[src/rtl/event_sched_pkg.sv]
// Shared types and helpers for the timed-event scheduler.
package event_sched_pkg;

    // Index width for a vector of n entries; never narrower than one bit.
    function automatic int idx_w(input int n);
        return (n <= 1) ? 1 : $clog2(n);
    endfunction

    localparam int SCHED_NUM_REQ = 4;
    localparam int SCHED_DELAY_W = 8;
    localparam int OWNER_W       = idx_w(SCHED_NUM_REQ);

    // One countdown slot: idle/busy bit, requester that owns it, cycles left.
    typedef struct packed {
        logic                     busy;
        logic [OWNER_W-1:0]       owner;
        logic [SCHED_DELAY_W-1:0] count;
    } slot_t;

endpackage

[src/rtl/event_delay_scheduler_rr_arbiter.sv]
// Round-robin arbiter: one-hot grant, search starts one past the last winner.
module rr_arbiter
    import event_sched_pkg::*;
#(
    parameter int N = 4
) (
    input  logic         clk,
    input  logic         rst,
    input  logic [N-1:0] req,
    input  logic         en,
    output logic [N-1:0] grant
);
    localparam int IW = idx_w(N);

    logic [IW-1:0] ptr;
    logic [IW-1:0] ptr_next;

    // Rotating priority search from ptr; the pointer moves only on a grant.
    always_comb begin
        logic found;
        int   idx;
        grant    = '0;
        ptr_next = ptr;
        found    = 1'b0;
        idx      = 0;
        for (int i = 0; i < N; i++) begin
            idx = int'(ptr) + i;
            if (idx >= N) idx = idx - N;
            if (en && !found && req[idx]) begin
                grant[idx] = 1'b1;
                found      = 1'b1;
                ptr_next   = (idx == N - 1) ? '0 : IW'(idx + 1);
            end
        end
    end

    // Pointer register.
    always_ff @(posedge clk) begin
        if (rst) ptr <= '0;
        else     ptr <= ptr_next;
    end

endmodule

[src/rtl/event_delay_scheduler.sv]
// Timed-event scheduler: requesters post a delay, a shared pool of countdown
// slots fires a one-cycle pulse back to the owner when the delay runs out.
module event_delay_scheduler
    import event_sched_pkg::*;
#(
    parameter int NUM_REQ = SCHED_NUM_REQ,
    parameter int SLOTS   = 4,
    parameter int DELAY_W = SCHED_DELAY_W
) (
    input  logic                         clk,
    input  logic                         rst,
    input  logic [NUM_REQ-1:0]           req_valid,
    input  logic [NUM_REQ*DELAY_W-1:0]   req_delay,
    input  logic                         flush,
    output logic [NUM_REQ-1:0]           req_grant,
    output logic [NUM_REQ-1:0]           fire,
    output logic                         coalesced,
    output logic [$clog2(SLOTS+1)-1:0]   pending,
    output logic                         full
);
    localparam int PEND_W  = $clog2(SLOTS + 1);
    localparam int SLOT_IW = idx_w(SLOTS);

    slot_t                slots [SLOTS];
    logic [SLOTS-1:0]     expiring;
    logic [SLOTS-1:0]     free;
    logic                 accept_en;
    logic                 accept;
    logic [SLOT_IW-1:0]   free_idx;
    logic [OWNER_W-1:0]   grant_idx;
    logic [DELAY_W-1:0]   grant_delay;
    logic [PEND_W-1:0]    pending_next;

    // A busy slot at zero expires now; its place is reusable in the same cycle.
    always_comb begin
        expiring = '0;
        free     = '0;
        for (int s = 0; s < SLOTS; s++) begin
            expiring[s] = slots[s].busy && (slots[s].count == '0);
            free[s]     = !slots[s].busy || expiring[s];
        end
    end

    assign full      = ~|free;
    assign accept_en = !full && !flush && !rst;
    assign accept    = |req_grant;

    rr_arbiter #(.N(NUM_REQ)) u_arb (
        .clk   (clk),
        .rst   (rst),
        .req   (req_valid),
        .en    (accept_en),
        .grant (req_grant)
    );

    // Lowest-index free slot and the index/delay of the granted requester.
    always_comb begin
        free_idx  = '0;
        grant_idx = '0;
        for (int s = SLOTS - 1; s >= 0; s--) begin
            if (free[s]) free_idx = SLOT_IW'(s);
        end
        for (int r = 0; r < NUM_REQ; r++) begin
            if (req_grant[r]) grant_idx = OWNER_W'(r);
        end
        grant_delay = req_delay[grant_idx*DELAY_W +: DELAY_W];
    end

    // Fire decode per owner, coalesce detection, and next occupancy count.
    always_comb begin
        logic [NUM_REQ-1:0] fire_c;
        logic               coal_c;
        int                 exp_cnt;
        fire_c  = '0;
        coal_c  = 1'b0;
        exp_cnt = 0;
        for (int s = 0; s < SLOTS; s++) begin
            if (expiring[s]) begin
                if (fire_c[slots[s].owner]) coal_c = 1'b1;
                fire_c[slots[s].owner] = 1'b1;
                exp_cnt = exp_cnt + 1;
            end
        end
        // Cancelled or reset events never produce a pulse.
        if (flush || rst) begin
            fire_c = '0;
            coal_c = 1'b0;
        end
        fire      = fire_c;
        coalesced = coal_c;
        if (flush) pending_next = '0;
        else       pending_next = PEND_W'(int'(pending) + int'(accept) - exp_cnt);
    end

    // Slot array and occupancy register; only the busy bits need a reset.
    always_ff @(posedge clk) begin
        if (rst) begin
            for (int s = 0; s < SLOTS; s++) slots[s].busy <= 1'b0;
            pending <= '0;
        end else begin
            for (int s = 0; s < SLOTS; s++) begin
                if (flush) begin
                    slots[s].busy <= 1'b0;
                end else if (accept && free_idx == SLOT_IW'(s)) begin
                    slots[s].busy  <= 1'b1;
                    slots[s].owner <= grant_idx;
                    slots[s].count <= grant_delay;
                end else if (expiring[s]) begin
                    slots[s].busy <= 1'b0;
                end else if (slots[s].busy) begin
                    slots[s].count <= slots[s].count - DELAY_W'(1);
                end
            end
            pending <= pending_next;
        end
    end

endmodule

[config.mk]
export PLATFORM = sky130hd
export DESIGN_NAME = event_delay_scheduler
export DESIGN_NICKNAME = d
export VERILOG_FILES = /design/src/rtl/event_sched_pkg.sv /design/src/rtl/event_delay_scheduler_rr_arbiter.sv /design/src/rtl/event_delay_scheduler.sv
export SDC_FILE = /design/constraint.sdc
export NUM_CORES = 1
export LEC_CHECK = 0
export CAP_MARGIN = 5
export CORE_ASPECT_RATIO = 0.6
export CORE_MARGIN = 5
export CORE_UTILIZATION = 25
export DETAILED_ROUTE_END_ITERATION = 8
export SLEW_MARGIN = 20
export SYNTH_ARGS = -nofsm -noshare
export SYNTH_HDL_FRONTEND = slang
export SYNTH_SLANG_ARGS = --single-unit
[constraint.sdc]
create_clock -name clk -period 12.53 [get_ports clk]
set_input_delay 3.1325 -clock clk [delete_from_list [all_inputs] [get_ports clk]]
set_output_delay 3.1325 -clock clk [all_outputs]
set_load 0.02 [all_outputs]
==> results of run 1 <==
## worst reg2reg max path: stages (launching register included)
cell                      delay, ns
sky130_fd_sc_hd__dfxtp_1       0.66
sky130_fd_sc_hd__inv_1         0.28
sky130_fd_sc_hd__ha_1          0.43
sky130_fd_sc_hd__mux4_2        0.42
sky130_fd_sc_hd__or2_2         0.24
sky130_fd_sc_hd__a21oi_1       0.07
sky130_fd_sc_hd__o21ai_2       0.52
sky130_fd_sc_hd__inv_2         0.44
sky130_fd_sc_hd__nor4_4        0.59
sky130_fd_sc_hd__ha_1          0.19
sky130_fd_sc_hd__inv_1         0.04
sky130_fd_sc_hd__ha_1          0.18
sky130_fd_sc_hd__fa_1          0.38
sky130_fd_sc_hd__xnor2_1       0.20
sky130_fd_sc_hd__xnor2_1       0.15
sky130_fd_sc_hd__xnor2_1       0.13
sky130_fd_sc_hd__nor2_1        0.05
## synth_stat cells, types with 4 or more instances
master	number
sky130_fd_sc_hd__nor3_1	10
sky130_fd_sc_hd__o211a_1	5
sky130_fd_sc_hd__a31oi_1	27
sky130_fd_sc_hd__nor2_1	57
sky130_fd_sc_hd__nand4_1	6
sky130_fd_sc_hd__inv_1	27
sky130_fd_sc_hd__a21oi_1	15
sky130_fd_sc_hd__o2bb2ai_1	7
sky130_fd_sc_hd__a22oi_1	6
sky130_fd_sc_hd__nor4_1	4
sky130_fd_sc_hd__mux4_2	5
sky130_fd_sc_hd__o21ai_0	10
sky130_fd_sc_hd__o311ai_2	5
sky130_fd_sc_hd__edfxtp_1	44
sky130_fd_sc_hd__and2_1	8
sky130_fd_sc_hd__o31ai_1	17
sky130_fd_sc_hd__nand2_1	39
sky130_fd_sc_hd__xor2_1	8
sky130_fd_sc_hd__nand3b_1	4
sky130_fd_sc_hd__o211ai_1	7
sky130_fd_sc_hd__dfxtp_1	5
sky130_fd_sc_hd__xnor2_1	23
sky130_fd_sc_hd__ha_1	17
sky130_fd_sc_hd__buf_6	4
sky130_fd_sc_hd__nand3_1	12
sky130_fd_sc_hd__clkbuf_1	7
## cell families (layout without fill, tap and decap cells)
logic type	count (synthesis)	after routing
xor+xnor	31	31
mux	10	10
buf+inv	47	91
flops	49	49
fa+ha+maj	18	18
compound gates	134	134
simple gates	166	166
## through the flow
stage | utilization, % | setup WS, ns
floorplan | - | 4.62
global placement | 29.5 | 3.11
detailed placement | 29.5 | 3.03
CTS | 30.4 | 3.02
global route | 30.4 | 2.88
finish | 30.4 | 2.98
## flip-flops by register name, indices dropped and copies added, names as in the netlist
register,flops
slots,44
u_arb.ptr,2
pending,3
## layout make-up
cell class	instances	area, um^2
fillers	1793	11800
multi-input cells	359	2670
flip-flops and latches	49	1420
repair buffers	53	526
well taps	234	293
clock buffers	6	129
inverters	30	115
clock inverters	2	33.8
## metal layers
layer / part of all wire [%] / routed length [um] / global-route usage [%] / vias up
met4: 0.95 / 127 / 2.44 / 0
met3: 11 / 1440 / 4.67 / 19
li1: - / - / - / 1811
met5: 0 / 0 / 0 / -
met2: 41 / 5560 / 18.7 / 181
met1: 47 / 6310 / 19.0 / 1848
## power by group through the flow
stage	logic [uW]	clock network, uW	registers, uW
final	162	157	219
after CTS	158	160	219
after floorplan	110	0	218
after global placement	156	0	222
after global routing	174	164	222
after detailed placement	157	0	223
## path summary, 6_finish.rpt
path / slack (ns) / from / depth (start not counted) / end
setup reg to reg: 7.44 / u_arb.ptr[0] / 16 / pending[2]
setup / recovery: 2.98 / req_valid[3] / 7 / req_grant[3]
hold reg to reg: 0.59 / pending[0] / 2 / pending[0]
hold / removal: 0.59 / pending[0] / 2 / pending[0]
==> reports/qor_table.md, run 1 <==
| Metric | Reported |
|---|---|
| Switching power total | 177 uW |
| Vias per std cell | 5.26 |
| TritonCTS clock tree | built |
| Sequential group share of total power | 40.8% |
| Count of placed standard cells including taps | 725 |
| Synthesized area per cell | 9.48 um^2 |
| Post-Synth XOR/XNOR Area | 6.30% |
| Number of DRC markers in iteration 0 | 493 |
| Clock insertion delay at the later pin of the skew report | 0.30 ns |
| Yosys top cell by area | sky130_fd_sc_hd__edfxtp_1 |
| Series of cell instances along the critical path | clkdlybuf4s50_1, mux4_2, or2_2, a21oi_1, o21ai_2, inv_2, clkdlybuf4s50_1 |
| Router iterations before antenna repair | 5 |
| Total internal power | 361 uW |
| Standby leakage power | 0.00182 uW |
| Detailed placement HPWL | 10500 um |
| Final WL | 13400 um |
| Fraction of synthesis flops using an asynchronous set or reset pin | 0% |
| Fraction of layout cells with a size suffix above 1 | 10.2% |
| Buffer cell driving the clock tree root | sky130_fd_sc_hd__clkbuf_16 |
| Number of global-route vias before repair | 3682 |
| Most used cell along the critical path | sky130_fd_sc_hd__clkdlybuf4s50_1 |
| Area fraction in compound gates after synthesis | 26.2% |
| Sum of internal, switching and leakage power | 538 uW |
| Total gr overflow | 0 |
| Required time of the critical path | 9.40 ns |
| Type of the worst setup path | in2out |
| Sum of buffers and inverters on the critical path | 3 |
| Areal power density over the cells | 104 nW/um^2 |
| Area after DPL | 5020 um^2 |
| Crit path max-delay family | buffers and inverters |
| Maximum vdd drop | 47.3 uV |
| Slowest stage cell on the critical path | sky130_fd_sc_hd__clkdlybuf4s50_1 |
| Overall via count from detail_route | 3859 |
| Routed length per placed instance | 18.3 um |
| Total die area | 20100 um^2 |
| Multiplexer share of the synthesized area | 3.83% |
| Wire length of the first global-routing pass | 20900 um |
| Share of Yosys cell area claimed by the top area cell type | 30.6% |
| CTS H-tree depth | 2 |
| Final weighted congestion in routability-driven placement | 0.938 |
| Critical path peak fanout | 29 |
| Post-layout nets | 555 |
| Flops & latches, synth | 49 |
| Synthesized-area fraction occupied by adder cells | 5.40% |
| Final Setup Violations | 0 |
| Power share of the clock group | 29.2% |
| Most instantiated flip-flop cell in the synthesis netlist | sky130_fd_sc_hd__edfxtp_1 |
| Final Max Tran Viols | 0 |
| Synthesis warning total | 0 |
| Final instance count without filler cells | 733 |
| Pin count of the biggest net entering global routing | 30 |
| Portion of the post-synthesis area used by sequential elements | 33.0% |
| Number of hold buffers added after cts | 0 |
| Port Buffer Count | 51 |
| Clock period minus worst slack | 9.55 ns |
| Vertical die dimension | 112 um |
| Actual transition at the worst max-transition pin | 0.818 ns |
| Number of instances in the synthesized netlist | 455 |
| Die W | 180 um |
| Number of clock sinks | 49 |
| Endpoints failing hold | 0 |
| Post-Syn Area | 4310 um^2 |
| Critical path capture point type | primary output |
| Post-Synth Simple-Gate Area | 20.2% |
| Highest-count cells in the layout ignoring fill and taps | sky130_fd_sc_hd__nor2_1, sky130_fd_sc_hd__clkdlybuf4s50_1, sky130_fd_sc_hd__edfxtp_1, sky130_fd_sc_hd__nand2_1 |
| Distinct cell type count of the synthesized netlist | 72 |
| Worst hold margin | 0.589 ns |
| Leading cell type in the layout, fill and taps excluded | sky130_fd_sc_hd__nor2_1 |
| Buffers from clock root to sink, at most | 2 |
| Net switching share of the total power | 32.9% |
| Status | complete, no violations |
| Standard-cell row count | 37 |
| Max Cap Violations | 0 |
| Number of synthesized flops with an enable pin | 44 |
| Number of nets in the synthesized netlist | 512 |
| Worst slew margin | 44.9% |
| Startpoint class of the critical path | input port |
| Period Utilization, post-route | 76.2% |
| Register clock-pin slew on the reported worst setup and hold paths | 0.06 ns |
| Setup tns final | 0 ns |
| Post-route cell area | 5190 um^2 |
| Number of top-level pins | 52 |
| Maximum clock frequency | 0.105 GHz |
| Number of remaining DRC errors | 0 |
| Initial core utilization | 25.3% |
| Antenna cell count | 0 |
| Unrepaired setup endpoints after global routing | false |
| Overall routing resource usage | 13.1% |
| Number of antenna violations at the first check in global routing | 0 |
| Area of the placeable core | 17000 um^2 |
| Worst path max stage delay | 0.75 ns |
| Part of the power in combinational logic | 30.0% |
| Area added between synthesis and finish | 20.3% |
| Hold Path Class | reg2reg |
| Setup Buffers After CTS | 0 |
| Most area-consuming cells after synthesis | sky130_fd_sc_hd__edfxtp_1, sky130_fd_sc_hd__nor2_1, sky130_fd_sc_hd__ha_1, sky130_fd_sc_hd__xnor2_1, sky130_fd_sc_hd__a31oi_1 |
| Data arrival time of the worst path | 6.41 ns |
| Number of buffers inserted during clock tree synthesis | 5 |
| Count of antenna-violating nets left after detailed routing | 0 |
| Largest family of logic cells by synthesized area | compound AO/OA/AOI/OAI gates |
| Number of resized instances in the post-cts repair step | 0 |
| Final Skew | 0.00733 ns |
Power figures use the tool's default switching activity.
==> run 2: changes to the inputs <==
clock period = 8.93 ns   (was 12.53 ns; I/O delays follow)
==> run 2 against run 1 <==
Design area is 0.68% higher. Sequential power rose by 41%. Non-clock buffer count increased by 1. Die area did not move. Worst setup slack lost 1.5 ns. Total power grew 47%. First-iteration DRC count is 18% lower. Critical path depth stayed put. Sequential cell count unchanged. Core utilization is 0.21 points higher. Register-to-register slack worse by 3.5 ns. Clock-buffer cell count is 1 lower. Critical path type unchanged. Highest routed layer unchanged.
==> reports/qor_table.md, run 2 (synthesis results as in run 1) <==
| Metric | Reported |
|---|---|
| Status | complete, no violations |
| Critical path capture point type | primary output |
| Initial core utilization | 25.3% |
| Router iterations before antenna repair | 5 |
| Final Skew | 0.00520 ns |
| Endpoints failing hold | 0 |
| Number of global-route vias before repair | 3684 |
| Endpoint of the most critical register-to-register path | pending[2] |
| Required time of the critical path | 6.70 ns |
| Number of hold buffers added after cts | 0 |
| Area of the placeable core | 17000 um^2 |
| Area added between synthesis and finish | 21.1% |
| Multi-input gate area | 2670 um^2 |
| Number of remaining DRC errors | 0 |
| Highest-count cells in the layout ignoring fill and taps | sky130_fd_sc_hd__nor2_1, sky130_fd_sc_hd__clkdlybuf4s50_1, sky130_fd_sc_hd__edfxtp_1, sky130_fd_sc_hd__nand2_1 |
| Count of antenna-violating nets left after detailed routing | 0 |
| Number of DRC markers in iteration 0 | 406 |
| CTS H-tree depth | 2 |
| Areal power density over the cells | 151 nW/um^2 |
| Final Setup Violations | 0 |
| Setup Buffers After CTS | 0 |
| Standard-cell row count | 37 |
| Critical path peak fanout | 12 |
| Max Cap Violations | 0 |
| Power share of the clock group | 32.1% |
| Buffer cell driving the clock tree root | sky130_fd_sc_hd__clkbuf_16 |
| Flip-flop count of the largest register after layout | 44 |
| Detailed placement HPWL | 10400 um |
| Setup ws final | 1.45 ns |
| Number of top-level pins | 52 |
| Setup tns final | 0 ns |
| Standby leakage power | 0.00184 uW |
| Overall via count from detail_route | 3855 |
| Number of resized instances in the post-cts repair step | 0 |
| Leading cell type in the layout, fill and taps excluded | sky130_fd_sc_hd__nor2_1 |
| Startpoint class of the critical path | input port |
| Hold Path Class | reg2reg |
| Flop2flop setup slack | 3.93 ns |
| Final Max Tran Viols | 0 |
| Total internal power | 536 uW |
| Actual transition at the worst max-transition pin | 0.846 ns |
| Overall routing resource usage | 13.3% |
| Clock period minus worst slack | 7.48 ns |
| Maximum vdd drop | 65.4 uV |
| Largest Register | slots |
| Number of clock sinks | 49 |
| Worst slew margin | 43.0% |
| Register clock-pin slew on the reported worst setup and hold paths | 0.07 ns |
| Net switching share of the total power | 32.1% |
| Switching power total | 253 uW |
| R2R Path Start | u_arb.ptr[0] |
| Fraction of layout cells with a size suffix above 1 | 10.8% |
| Total gr overflow | 0 |
| Sequential group share of total power | 39.1% |
| Port Buffer Count | 51 |
| Routed length per placed instance | 18.4 um |
| TritonCTS clock tree | built |
| Crit. Startpoint | req_valid[3] |
| Clock insertion delay at the later pin of the skew report | 0.30 ns |
| Die W | 180 um |
| Unrepaired setup endpoints after global routing | false |
| Critical path capture point | req_grant[1] |
| Logic depth of the worst register-to-register path | 17 |
| Part of the power in combinational logic | 28.8% |
| Vertical die dimension | 112 um |
| Count of placed standard cells including taps | 726 |
| Maximum clock frequency | 0.134 GHz |
| Wire length of the first global-routing pass | 21300 um |
| Buffers from clock root to sink, at most | 2 |
| Pin count of the biggest net entering global routing | 29 |
| Number of antenna violations at the first check in global routing | 0 |
| Final WL | 13500 um |
| Total die area | 20100 um^2 |
| Data arrival time of the worst path | 5.24 ns |
| Final weighted congestion in routability-driven placement | 0.905 |
| Period Utilization, post-route | 83.7% |
| Vias per std cell | 5.25 |
| Largest registers | slots: 44 flops, pending: 3 flops, u_arb.ptr: 2 flops |
| Number of buffers inserted during clock tree synthesis | 5 |
| Final instance count without filler cells | 734 |
| Number of inserted filler cells in the final layout | 1798 |
| Type of the worst setup path | in2out |
| Area used by sequential logic in the layout | 1420 um^2 |
| Setup WS pre-CTS | 1.50 ns |
| Antenna cell count | 0 |
| Post-layout nets | 556 |
run 2: changes by cell type in the layout (fill, tap and decap cells not counted):
cell	delta
sky130_fd_sc_hd__bufinv_16	+1
sky130_fd_sc_hd__clkinv_2	+1
sky130_fd_sc_hd__buf_4	+1
sky130_fd_sc_hd__clkbuf_1	-1
sky130_fd_sc_hd__clkinv_1	-1
run 2: per-stage QoR:
| step | hold WS, ns | power (uW) | cell area, um^2 | util, % |
|---|---|---|---|---|
| finish | 0.582 | 789 | 5220 | 30.7 |
| global route | 0.611 | 821 | 5220 | 30.7 |
| CTS | 0.584 | 786 | 5220 | 30.7 |
| detailed placement | 0.574 | 534 | 5030 | 29.5 |
| global placement | 0.570 | 530 | 5030 | 29.5 |
| floorplan | 0.517 | 461 | 4310 | - |
run 2: worst max-delay path: stages:
cell and delay [ns]:
sky130_fd_sc_hd__clkdlybuf4s50_1 0.51, sky130_fd_sc_hd__mux4_2 0.65, sky130_fd_sc_hd__or2_2 0.40, sky130_fd_sc_hd__a21oi_2 0.42
sky130_fd_sc_hd__o21ai_4 0.17, sky130_fd_sc_hd__inv_2 0.21, sky130_fd_sc_hd__clkdlybuf4s50_1 0.65
run 2: worst min path at each step:
| stage | from | endpoint | cells past startpoint |
|---|---|---|---|
| 3_5_place_dp | u_arb.ptr[1] | u_arb.ptr[1] | 2 |
| 5_1_grt | u_arb.ptr[1] | u_arb.ptr[1] | 2 |
| 4_1_cts | u_arb.ptr[1] | u_arb.ptr[1] | 2 |
| 3_3_place_gp | u_arb.ptr[1] | u_arb.ptr[1] | 2 |
| 2_1_floorplan | u_arb.ptr[1] | u_arb.ptr[1] | 2 |
| 6_report | u_arb.ptr[1] | u_arb.ptr[1] | 2 |
run 2: cell type report:
cell class	instances	share of cell area, %
clock buffers	5	2.40
clock inverters	3	1.25
inverters	30	2.20
multi-input cells	359	51.1
flip-flops and latches	49	27.2
well taps	234	5.61
repair buffers	54	10.2
run 2: routing by layer:
metal	GRT usage, %	share of wire [%]	routed length, um	vias to the layer above
li1	-	-	-	1821
met1	19.2	45	6140	1831
met2	19.3	42	5660	190
met3	4.54	12	1580	13
met4	2.49	0.90	121	0
met5	0	0	0	-
run 2: power groups by stage:
stage          clock network, uW  logic [uW]  registers [uW]
2_1_floorplan                  0         155             306
3_3_place_gp                   0         218             311
3_5_place_dp                   0         221             313
4_1_cts                      255         223             308
5_1_grt                      265         246             311
6_report                     253         227             308
